File: src/rtl/circuit_pkg.sv
// Shared constants and state encoding for the accumulate-and-double decoder.
package circuit_pkg;

    localparam int unsigned DATA_W        = 32;
    localparam int unsigned CNT_W         = 7;
    localparam int unsigned FRAME_LEN_DEF = 99;

    typedef enum logic [1:0] {
        IDLE = 2'd0,
        RUN  = 2'd1,
        DONE = 2'd2
    } state_t;

endpackage

File: src/rtl/circuit_decoder_dp.sv
// Combinational inverse of the accumulate-and-double recurrence, mod 2^W.
module circuit_decoder_dp #(
    parameter int unsigned W = 32
) (
    input  logic [W-1:0] y_cur,
    input  logic [W-1:0] y_prev,
    input  logic [W-1:0] a_prev,
    input  logic         first_flag,
    output logic [W-1:0] a_k,
    output logic [W-1:0] x_k
);

    // Undo the doubling and the k==1 bias, then difference the accumulator.
    always_comb begin
        a_k = y_cur - (y_prev << 1) - W'(first_flag);
        x_k = a_k - a_prev;
    end

endmodule

File: src/rtl/circuit_decoder.sv
// Frame-based streaming decoder: FSM, sample counter, history and output register.
module circuit_decoder
    import circuit_pkg::*;
#(
    parameter int unsigned W         = DATA_W,
    parameter int unsigned FRAME_LEN = FRAME_LEN_DEF
) (
    input  logic             clk,
    input  logic             rst,
    input  logic             en,
    input  logic             start,
    input  logic [W-1:0]     y_i,
    input  logic             y_valid,
    output logic             y_ready,
    output logic [W-1:0]     x_o,
    output logic             x_valid,
    input  logic             x_ready,
    output logic [CNT_W-1:0] cnt_o,
    output logic             done
);

    state_t           state;
    state_t           state_next;
    logic [W-1:0]     y_prev;
    logic [W-1:0]     a_prev;
    logic [CNT_W-1:0] cnt;
    logic [CNT_W-1:0] cnt_inc;
    logic [W-1:0]     a_k;
    logic [W-1:0]     x_k;
    logic             accept;
    logic             take;

    assign cnt_inc = cnt + CNT_W'(1);
    assign cnt_o   = cnt;

    circuit_decoder_dp #(.W(W)) u_dp (
        .y_cur      (y_i),
        .y_prev     (y_prev),
        .a_prev     (a_prev),
        .first_flag (cnt == CNT_W'(1)),
        .a_k        (a_k),
        .x_k        (x_k)
    );

    // Handshake decode and next-state selection; start always wins.
    always_comb begin
        state_next = state;
        take       = x_valid & x_ready;
        y_ready    = en & ~start & (state == RUN) & (~x_valid | x_ready);
        accept     = y_valid & y_ready;
        if (en) begin
            if (start) begin
                state_next = RUN;
            end else begin
                case (state)
                    RUN: begin
                        if (accept && (cnt_inc == CNT_W'(FRAME_LEN))) begin
                            state_next = DONE;
                        end
                    end
                    default: ;
                endcase
            end
        end
    end

    // State register with done tracking the DONE state.
    always_ff @(posedge clk) begin
        if (!rst) begin
            state <= IDLE;
            done  <= 1'b0;
        end else begin
            state <= state_next;
            done  <= (state_next == DONE);
        end
    end

    // History, counter and output register; frozen while en is low.
    always_ff @(posedge clk) begin
        if (!rst) begin
            y_prev  <= '0;
            a_prev  <= '0;
            cnt     <= '0;
            x_o     <= '0;
            x_valid <= 1'b0;
        end else if (en) begin
            if (start) begin
                y_prev <= '0;
                a_prev <= '0;
                cnt    <= '0;
                if (take) begin
                    x_valid <= 1'b0;
                end
            end else if (accept) begin
                y_prev  <= y_i;
                a_prev  <= a_k;
                cnt     <= cnt_inc;
                x_o     <= x_k;
                x_valid <= 1'b1;
            end else if (take) begin
                x_valid <= 1'b0;
            end
        end
    end

endmodule

File: config.mk
export PLATFORM = sky130hd
export DESIGN_NAME = circuit_decoder
export DESIGN_NICKNAME = d
export VERILOG_FILES = /design/src/rtl/circuit_pkg.sv /design/src/rtl/circuit_decoder_dp.sv /design/src/rtl/circuit_decoder.sv
export SDC_FILE = /design/constraint.sdc
export NUM_CORES = 1
export LEC_CHECK = 0
export CAP_MARGIN = 30
export CORE_MARGIN = 3
export CORE_UTILIZATION = 50
export DETAILED_ROUTE_END_ITERATION = 8
export GPL_ROUTABILITY_DRIVEN = 0
export PLACE_DENSITY = 0.7
export SKIP_CTS_REPAIR_TIMING = 1
export SYNTH_ARGS = -nofsm -noshare
export SYNTH_HDL_FRONTEND = slang
export SYNTH_HIERARCHICAL = 1
export SYNTH_SLANG_ARGS = --single-unit
File: constraint.sdc
create_clock -name clk -period 4.9 [get_ports clk]
set_input_delay 0.735 -clock clk [delete_from_list [all_inputs] [get_ports clk]]
set_output_delay 0.735 -clock clk [all_outputs]
set_load 0.02 [all_outputs]
Word-level counts from Yosys, hierarchy flattened. Index checks and enable logic that the tools add are counted.

Flip-flop bits (word level): 106. Latch bits: 0. Memory bits (writable): 0. Memory bits (read-only): 0. Input port bits: 38. Output and inout bits: 42. Word-level logic and storage cells: 40. Memories: 0.

Add/subtract/negate cells: 4. Multipliers: 0. Divide/modulo/power cells: 0. Magnitude comparators: 0. Eq/ne operators: 4. Shift-type cells: 0. Multiplexer cells: 13. Bitwise logic cells: 8. Reductions and logical operators: 4.

Operators by type and width (number): 2-to-1 mux 32 bit (2); subtractor 32 bit (2); 2-to-1 mux 31 bit (2); subtractor 32 x 1 -> 32 bit (1); 2-to-1 mux 7 bit (2); 2-to-1 mux 2 bit (4); adder 7 x 1 -> 7 bit, second input constant (1); equality test 7 x 1 -> 1 bit, second input constant (1); equality test 7 bit, second input constant (1); AND 1 bit (5); 2-to-1 mux 1 bit (3); AND reduction 3 bit (1); equality test 2 x 1 -> 1 bit, second input constant (1); equality test 2 bit, second input constant (1); NOT 1 bit (2); AND reduction 2 bit (1); nonzero test 2 bit (1); logical AND 1 bit (1); bitwise OR 1 bit (1).

Depth between registers and ports, before layout. Gate-level depths: netlist of run 1.

Word-level depth: 11. Mapped depth: 25. Mapped depth without buffers: 25.

Cells and area by module. The synthesis of run 1 kept the hierarchy.

Modules (own cells, without submodules): circuit_decoder (times used 1, cells each 432, area an instance 4070.2 sq um, sequential area each 2142.1 sq um); circuit_decoder_dp (times used 1, cells each 576, area an instance 3910.0 sq um, sequential area each 0.0 sq um).

Worst setup path before layout of run 1. Ideal clock, no wire load.

Path kind: register -> register. Start: reg cnt[1] (netlist: cnt_o[1]). End: reg x_o[31]. Setup time: 0.122 ns. Data arrival time: 5.197 ns. Required time: 4.778 ns. Setup slack: -0.419 ns. Cell stages (with the launch flop): 24. Buffers on the path: 0. Period minus slack after synthesis: 5.319 ns. Path through: dfxtp_1 -> inv_1 -> ha_1 -> and4b_1 -> ha_1 -> fa_1 -> a21boi_0 -> o221ai_1 -> a21boi_0 -> o211ai_1 -> a21boi_0 -> o21a_1 -> nor2_1 -> xnor2_1 -> ha_1 -> and3_1 -> a311o_1 -> or3_1 -> o221ai_2 -> nor4_2 -> a2111oi_4 -> xnor3_1 -> nand2_1 -> a21boi_0.

Cells in the longest elaborated chain, start to end: 3.

RTL lines: from (decl) (RTL line circuit_decoder.sv:26) `logic [CNT_W-1:0] cnt;`; from (signal assigned) (RTL line circuit_decoder.sv:97) `cnt <= cnt_inc;`; equality test 7 x 1 -> 1 bit (RTL line circuit_decoder.sv:40) `.first_flag (cnt == CNT_W'(1)),`; subtractor 32 x 1 -> 32 bit (RTL line circuit_decoder_dp.sv:15) `a_k = y_cur - (y_prev << 1) - W'(first_flag);`; via a_k[16] (RTL line circuit_decoder.sv:28) `logic [W-1:0] a_k;`; subtractor 32 bit (RTL line circuit_decoder_dp.sv:16) `x_k = a_k - a_prev;`; via x_k[31] (RTL line circuit_decoder.sv:29) `logic [W-1:0] x_k;`; to (signal assigned) (RTL line circuit_decoder.sv:98) `x_o <= x_k;`; to (decl) (RTL line circuit_decoder.sv:15) `output logic [W-1:0] x_o,`.

The timed path passes the listed nets, and every way through them passes these cells. A chain may end at the register's enable or synchronous reset.

Final worst setup path of run 1.
Start: in y_i[4]. End: reg x_o[31].

Cells in the longest elaborated chain, start to end: 3.

RTL lines: from (decl) (RTL line circuit_decoder.sv:12) `input logic [W-1:0] y_i,`; subtractor 32 bit (RTL line circuit_decoder_dp.sv:15); subtractor 32 x 1 -> 32 bit (RTL line circuit_decoder_dp.sv:15); via a_k[16] (RTL line circuit_decoder.sv:28); subtractor 32 bit (RTL line circuit_decoder_dp.sv:16); via x_k[31] (RTL line circuit_decoder.sv:29).

The timed path passes the listed nets, and every way through them passes these cells.

==> impl_metrics.env, run 1 <==
export IMPL_max_slew_margin_rel_pct=41.4
export IMPL_viasPerCell=5.24
export IMPL_clock_path_buffers=2
export IMPL_clk_pin_slew_ns=0.07
export IMPL_die_h_um=132
export IMPL_start_util_pct=51.7
export IMPL_crit_fanout=4
export IMPL_worst_slew_pin_transition_ns=0.867
export IMPL_slew_violations=0
export IMPL_cts_tree="done"
export IMPL_die_width_um=132
export IMPL_max_freq_mhz=204
export IMPL_drtAntennaViolNets=0
export IMPL_drt_wl_total_um=19500
export IMPL_grt_pass1_vias=6920
export IMPL_hpwlAfterDp_um=13200
export IMPL_root_buffer="clkbuf_16"
export IMPL_p_per_area_nw_per_um2=245
export IMPL_cts_buffers_inserted=9
export IMPL_drive_gt1_share_pct=21.3
export IMPL_final_setup_viol_count=0
export IMPL_ys_warn_count=6
export IMPL_drcViolationCount=0
export IMPL_num_io_pins=80
export IMPL_fin_skew_ns=0.00767
export IMPL_crit_required_ns=5.15
export IMPL_grt_pass1_wl_um=31500
export IMPL_clock_latency_ns=0.36
export IMPL_avgRoutedWirePerCell_um=13.6
export IMPL_period_minus_slack_ns=4.89
export IMPL_hp_class="reg2reg"
export IMPL_num_vias=7492
export IMPL_fillers=1224
export IMPL_cts_max_level=3
export IMPL_path_class="in2reg"
export IMPL_cts_sinks=106
export IMPL_rsz0062_at_grt="yes"
export IMPL_arrival_ns=5.14
export IMPL_drt_iter0_markers=474
export IMPL_avgSynthCellArea_um2=7.91
export IMPL_antenna_found_initial=0
export IMPL_syn2layout_area_growth_pct=37.0
export IMPL_die_area_um2=17400
export IMPL_synth_area_um2=7950
export IMPL_grt_overflow_total=0
export IMPL_hold_worst_slack_ns=0.450
export IMPL_netlist_instances=1005
export IMPL_peakVddDrop_mv=0.172
export IMPL_grt_max_degree=106
export IMPL_cp_start_kind="input port"
export IMPL_dr_pass1_iters=5
export IMPL_core_um2=15400
export IMPL_final_nets=1348
export IMPL_drv_cap=0
export IMPL_setup_tns_ns=0
export IMPL_rows=45
export IMPL_end_kind="flop"
export IMPL_syn_num_nets=1140
export IMPL_r2r_setup_slack_ns=0.02
export IMPL_status="completed"
export IMPL_period_share_pct=99.8
export IMPL_grt_use_total_pct=20.9
export IMPL_numPortBuffers=79
export IMPL_hold_violations=0
export IMPL_antenna_cells=0
export IMPL_p_leak_nw=4.51
==> critical path, stage by stage <==
cell            delay (ns)
dlymetal6s2s_1        0.12
inv_1                 0.07
ha_1                  0.29
inv_1                 0.07
ha_4                  0.18
or3_4                 0.38
o221ai_4              0.17
a21boi_2              0.10
o211ai_1              0.26
a21boi_2              0.10
o21a_1                0.21
nor2_2                0.15
xnor2_2               0.16
ha_4                  0.25
and3_4                0.17
a311o_1               0.29
or3_4                 0.35
o221ai_4              0.24
buf_6                 0.15
nor4_4                0.04
a2111oi_4             0.22
xnor3_1               0.29
nand2_1               0.10
a21boi_2              0.05
==> placed cells by master, fill, tap and decap left out, drive strengths merged, types with 44 or more instances in the layout <==
cell and n:
nor2 44, buf 159, nand2 96, a22oi 64
ha 95, a21oi 64, inv 139, nor2b 70
dfxtp 106, clkdlybuf4s50 66
==> flip-flops by register name, summed over array words and instances (netlist names) <==
name and cells:
a_prev 32, cnt_o 7, done 1, state 2, x_o 32, x_valid 1, y_prev 31
==> power by group <==
group | internal [mW] | switching (mW)
Sequential | 0.872 | 0.00641
Clock | 0.463 | 0.348
Combinational | 0.501 | 0.476
==> worst paths after layout <==
| path | from | depth (start not counted) | end |
|---|---|---|---|
| max | y_i[4] | 24 | x_o[31]$_SDFFE_PN0P_ |
| min reg2reg | x_o[6]$_SDFFE_PN0P_ | 2 | x_o[6]$_SDFFE_PN0P_ |
| min | x_o[6]$_SDFFE_PN0P_ | 2 | x_o[6]$_SDFFE_PN0P_ |
| max reg2reg | cnt_o[1]$_SDFFE_PN0P_ | 24 | x_o[31]$_SDFFE_PN0P_ |
==> layer usage <==
| layer | track usage, % | share of wire (%) |
|---|---|---|
| met1 | 30.1 | 50 |
| met4 | 7.06 | 1.8 |
| met2 | 32.5 | 44 |
| met5 | 0 | 0 |
| met3 | 2.63 | 3.2 |
==> cell type report <==
type / count / area (um2) / share of cell area [%]
multi-input cells: 720 / 5640 / 51.8
well taps: 211 / 264 / 2.43
repair buffers: 237 / 2010 / 18.4
clock inverters: 6 / 90.1 / 0.828
inverters: 139 / 522 / 4.79
flip-flops and latches: 106 / 2120 / 19.5
clock buffers: 10 / 239 / 2.20
==> stage by stage <==
stage          cells  worst slack (ns)  utilization, %  total power, mW  area [um2]
2_1_floorplan   1005            0.0622               -             1.41        7950
3_3_place_gp    1403            -0.671            64.7             1.73        9950
3_5_place_dp    1403            -0.823            64.7             1.74        9950
4_1_cts         1419            -0.472            66.9             2.56       10300
5_1_grt         1429            -0.248            70.8             2.81       10900
6_report        1429           0.00858            70.8             2.67       10900
Note: power is estimated with default switching activity, not from simulation.
==> run 2, diff against run 1 <==
- CORE_ASPECT_RATIO: not set -> 1.2
- CTS_CLUSTER_SIZE: not set -> 20
==> impl_metrics.env, run 2 (synthesis gave the netlist of run 1 again) <==
export IMPL_drtAntennaViolNets=0
export IMPL_max_stage_delay_ns=0.50
export IMPL_p_leak_nw=4.46
export IMPL_cts_buffers_inserted=9
export IMPL_cp_start_kind="input port"
export IMPL_violations="negative setup slack"
export IMPL_worst_slew_pin_transition_ns=0.645
export IMPL_critPathTopFamily="compound AO/OA/AOI/OAI gates"
export IMPL_fin_ws_ns=-0.106
export IMPL_grt_max_degree=70
export IMPL_p_clk_share_pct=29.3
export IMPL_p_switching_mw=0.797
export IMPL_min_path_cells=2
export IMPL_sw_frac_of_total_pct=31.1
export IMPL_reg2reg_from="cnt_o[1]$_SDFFE_PN0P_"
export IMPL_num_vias=7360
export IMPL_fin_skew_ns=0.00872
export IMPL_dp_slack_ns=-0.751
export IMPL_reg_largest_list="a_prev x32, x_o x32, y_prev x31"
export IMPL_fillers=1223
export IMPL_start_util_pct=52.1
export IMPL_grt_use_total_pct=19.9
export IMPL_crit_required_ns=5.19
export IMPL_root_buffer="clkbuf_16"
export IMPL_final_common_cell="buf_4"
export IMPL_hold_start="x_o[27]$_SDFFE_PN0P_"
export IMPL_antenna_found_initial=0
export IMPL_drcViolationCount=0
export IMPL_slew_violations=0
export IMPL_max_freq_mhz=200
export IMPL_antenna_cells=0
export IMPL_status="finished, violations left"
export IMPL_multiInputGateArea_um2=5510
export IMPL_use_met1_pct=27.3
export IMPL_drt_iter0_markers=212
export IMPL_clock_path_buffers=2
export IMPL_crit_fanout=4
export IMPL_final_setup_viol_count=3
export IMPL_clk_pin_slew_ns=0.07
export IMPL_hp_class="reg2reg"
export IMPL_setup_tns_ns=-0.231
export IMPL_die_area_um2=17400
export IMPL_end_kind="flop"
export IMPL_core_um2=15300
export IMPL_max_slew_margin_rel_pct=56.5
export IMPL_numPortBuffers=79
export IMPL_avgRoutedWirePerCell_um=12.9
export IMPL_slowest_stage="or4_1"
export IMPL_cts_sinks=106
export IMPL_comb_power_share_pct=36.5
export IMPL_cts_tree="done"
export IMPL_drv_cap=0
export IMPL_syn2layout_area_growth_pct=34.8
export IMPL_worstReg2RegEnd="x_o[25]$_SDFFE_PN0P_"
export IMPL_worst_path_buf_inv=4
export IMPL_dr_pass1_iters=5
export IMPL_p_int_mw=1.77
export IMPL_rsz0062_at_grt="yes"
export IMPL_rows=49
export IMPL_hold_worst_slack_ns=0.451
export IMPL_path_class="in2reg"
export IMPL_die_width_um=121
export IMPL_final_cell_mix="buf_4, inv_1, dfxtp_1"
export IMPL_viasPerCell=5.18
export IMPL_worst_path_stages=22
export IMPL_grtUsageMet2_pct=32.7
export IMPL_hold_violations=0
export IMPL_worstHoldEndpoint="x_o[27]$_SDFFE_PN0P_"
export IMPL_finalPower_mw=2.57
export IMPL_final_nets=1347
export IMPL_grt_pass1_vias=6573
export IMPL_grt_overflow_total=0
export IMPL_drive_gt1_share_pct=20.3
export IMPL_period_share_pct=102
export IMPL_cts_max_level=3
export IMPL_peakVddDrop_mv=0.221
export IMPL_layout_area_seq_um2=2120
export IMPL_path_cells="clkdlybuf4s50_1 > inv_2 > ha_4 > inv_2 > ha_4 > buf_4 > a21boi_2 > o211ai_1 > a21boi_2 > o21a_1 > nor2_2 > xnor2_2 > ha_1 > and3_4 > a311o_1 > or3_4 > o221ai_4 > a21oi_2 > or4_1 > nand3_1 > nand2_1 > a21boi_1"
export IMPL_arrival_ns=5.29
export IMPL_hpwlAfterDp_um=13200
export IMPL_die_h_um=144
export IMPL_drt_wl_total_um=18400
export IMPL_grt_pass1_wl_um=29300
export IMPL_r2r_setup_slack_ns=-0.10
export IMPL_rr_worst_depth=23
export IMPL_grtUsageMet3_pct=3.01
export IMPL_p_seq_share_pct=34.2
export IMPL_p_per_area_nw_per_um2=240
export IMPL_num_io_pins=80
export IMPL_period_minus_slack_ns=5.01
export IMPL_grt_busiest_layer="met2"
export IMPL_clock_latency_ns=0.36
==> run 2: cell count changes in the layout (fill, tap and decap cells not counted), sizes merged <==
cell / delta
clkbuf: +1
bufinv: -1
clkinvlp: -1
inv: +1
buf: -1
==> run 2: stage by stage <==
step / cells / utilization [%] / instance area, um2
after floorplan: 1005 / - / 7950
after global placement: 1393 / 64.9 / 9910
after detailed placement: 1393 / 64.9 / 9910
after CTS: 1409 / 66.9 / 10200
after global routing: 1421 / 70.1 / 10700
final: 1421 / 70.1 / 10700
==> run 2: final cells by class <==
class                      count  area share, %
sequential                   106           19.8
inverter                     139           4.87
multi-input combinational    720           51.4
tap                          204           2.38
timing repair buffer         236           18.6
clock buffer                  11           2.27
clock inverter                 5          0.573
==> run 2: worst max path at each step <==
| stage | start | endpoint | slack, ns |
|---|---|---|---|
| 5_1_grt | cnt_o[1]$_SDFFE_PN0P_ | x_o[25]$_SDFFE_PN0P_ | -0.35 |
| 4_1_cts | y_i[4] | x_o[29]$_SDFFE_PN0P_ | -0.40 |
| 3_5_place_dp | y_i[4] | x_o[31]$_SDFFE_PN0P_ | -0.75 |
| 3_3_place_gp | y_i[4] | x_o[31]$_SDFFE_PN0P_ | -0.68 |
| 6_report | y_i[9] | x_o[25]$_SDFFE_PN0P_ | -0.11 |
| 2_1_floorplan | y_i[4] | x_o[31]$_SDFFE_PN0P_ | 0.06 |
==> run 2: routing by layer <==
metal,up-vias,routed length (um)
met1,3363,9110
met2,113,8570
li1,3869,-
met4,0,210
met5,-,0
met3,15,510
==> run 2: tightest hold or removal path, stage by stage, from the launching register on <==
cell,delay [ns]
dfxtp_1,0.31
nand2_1,0.05
a21boi_1,0.05
==> run 2: power groups by stage <==
stage	clock (mW)	combinational [mW]	sequential, mW
floorplan	0	0.503	0.904
global placement	0	0.828	0.898
detailed placement	0	0.837	0.898
CTS	0.775	0.844	0.878
global route	0.799	1.03	0.879
finish	0.751	0.936	0.878
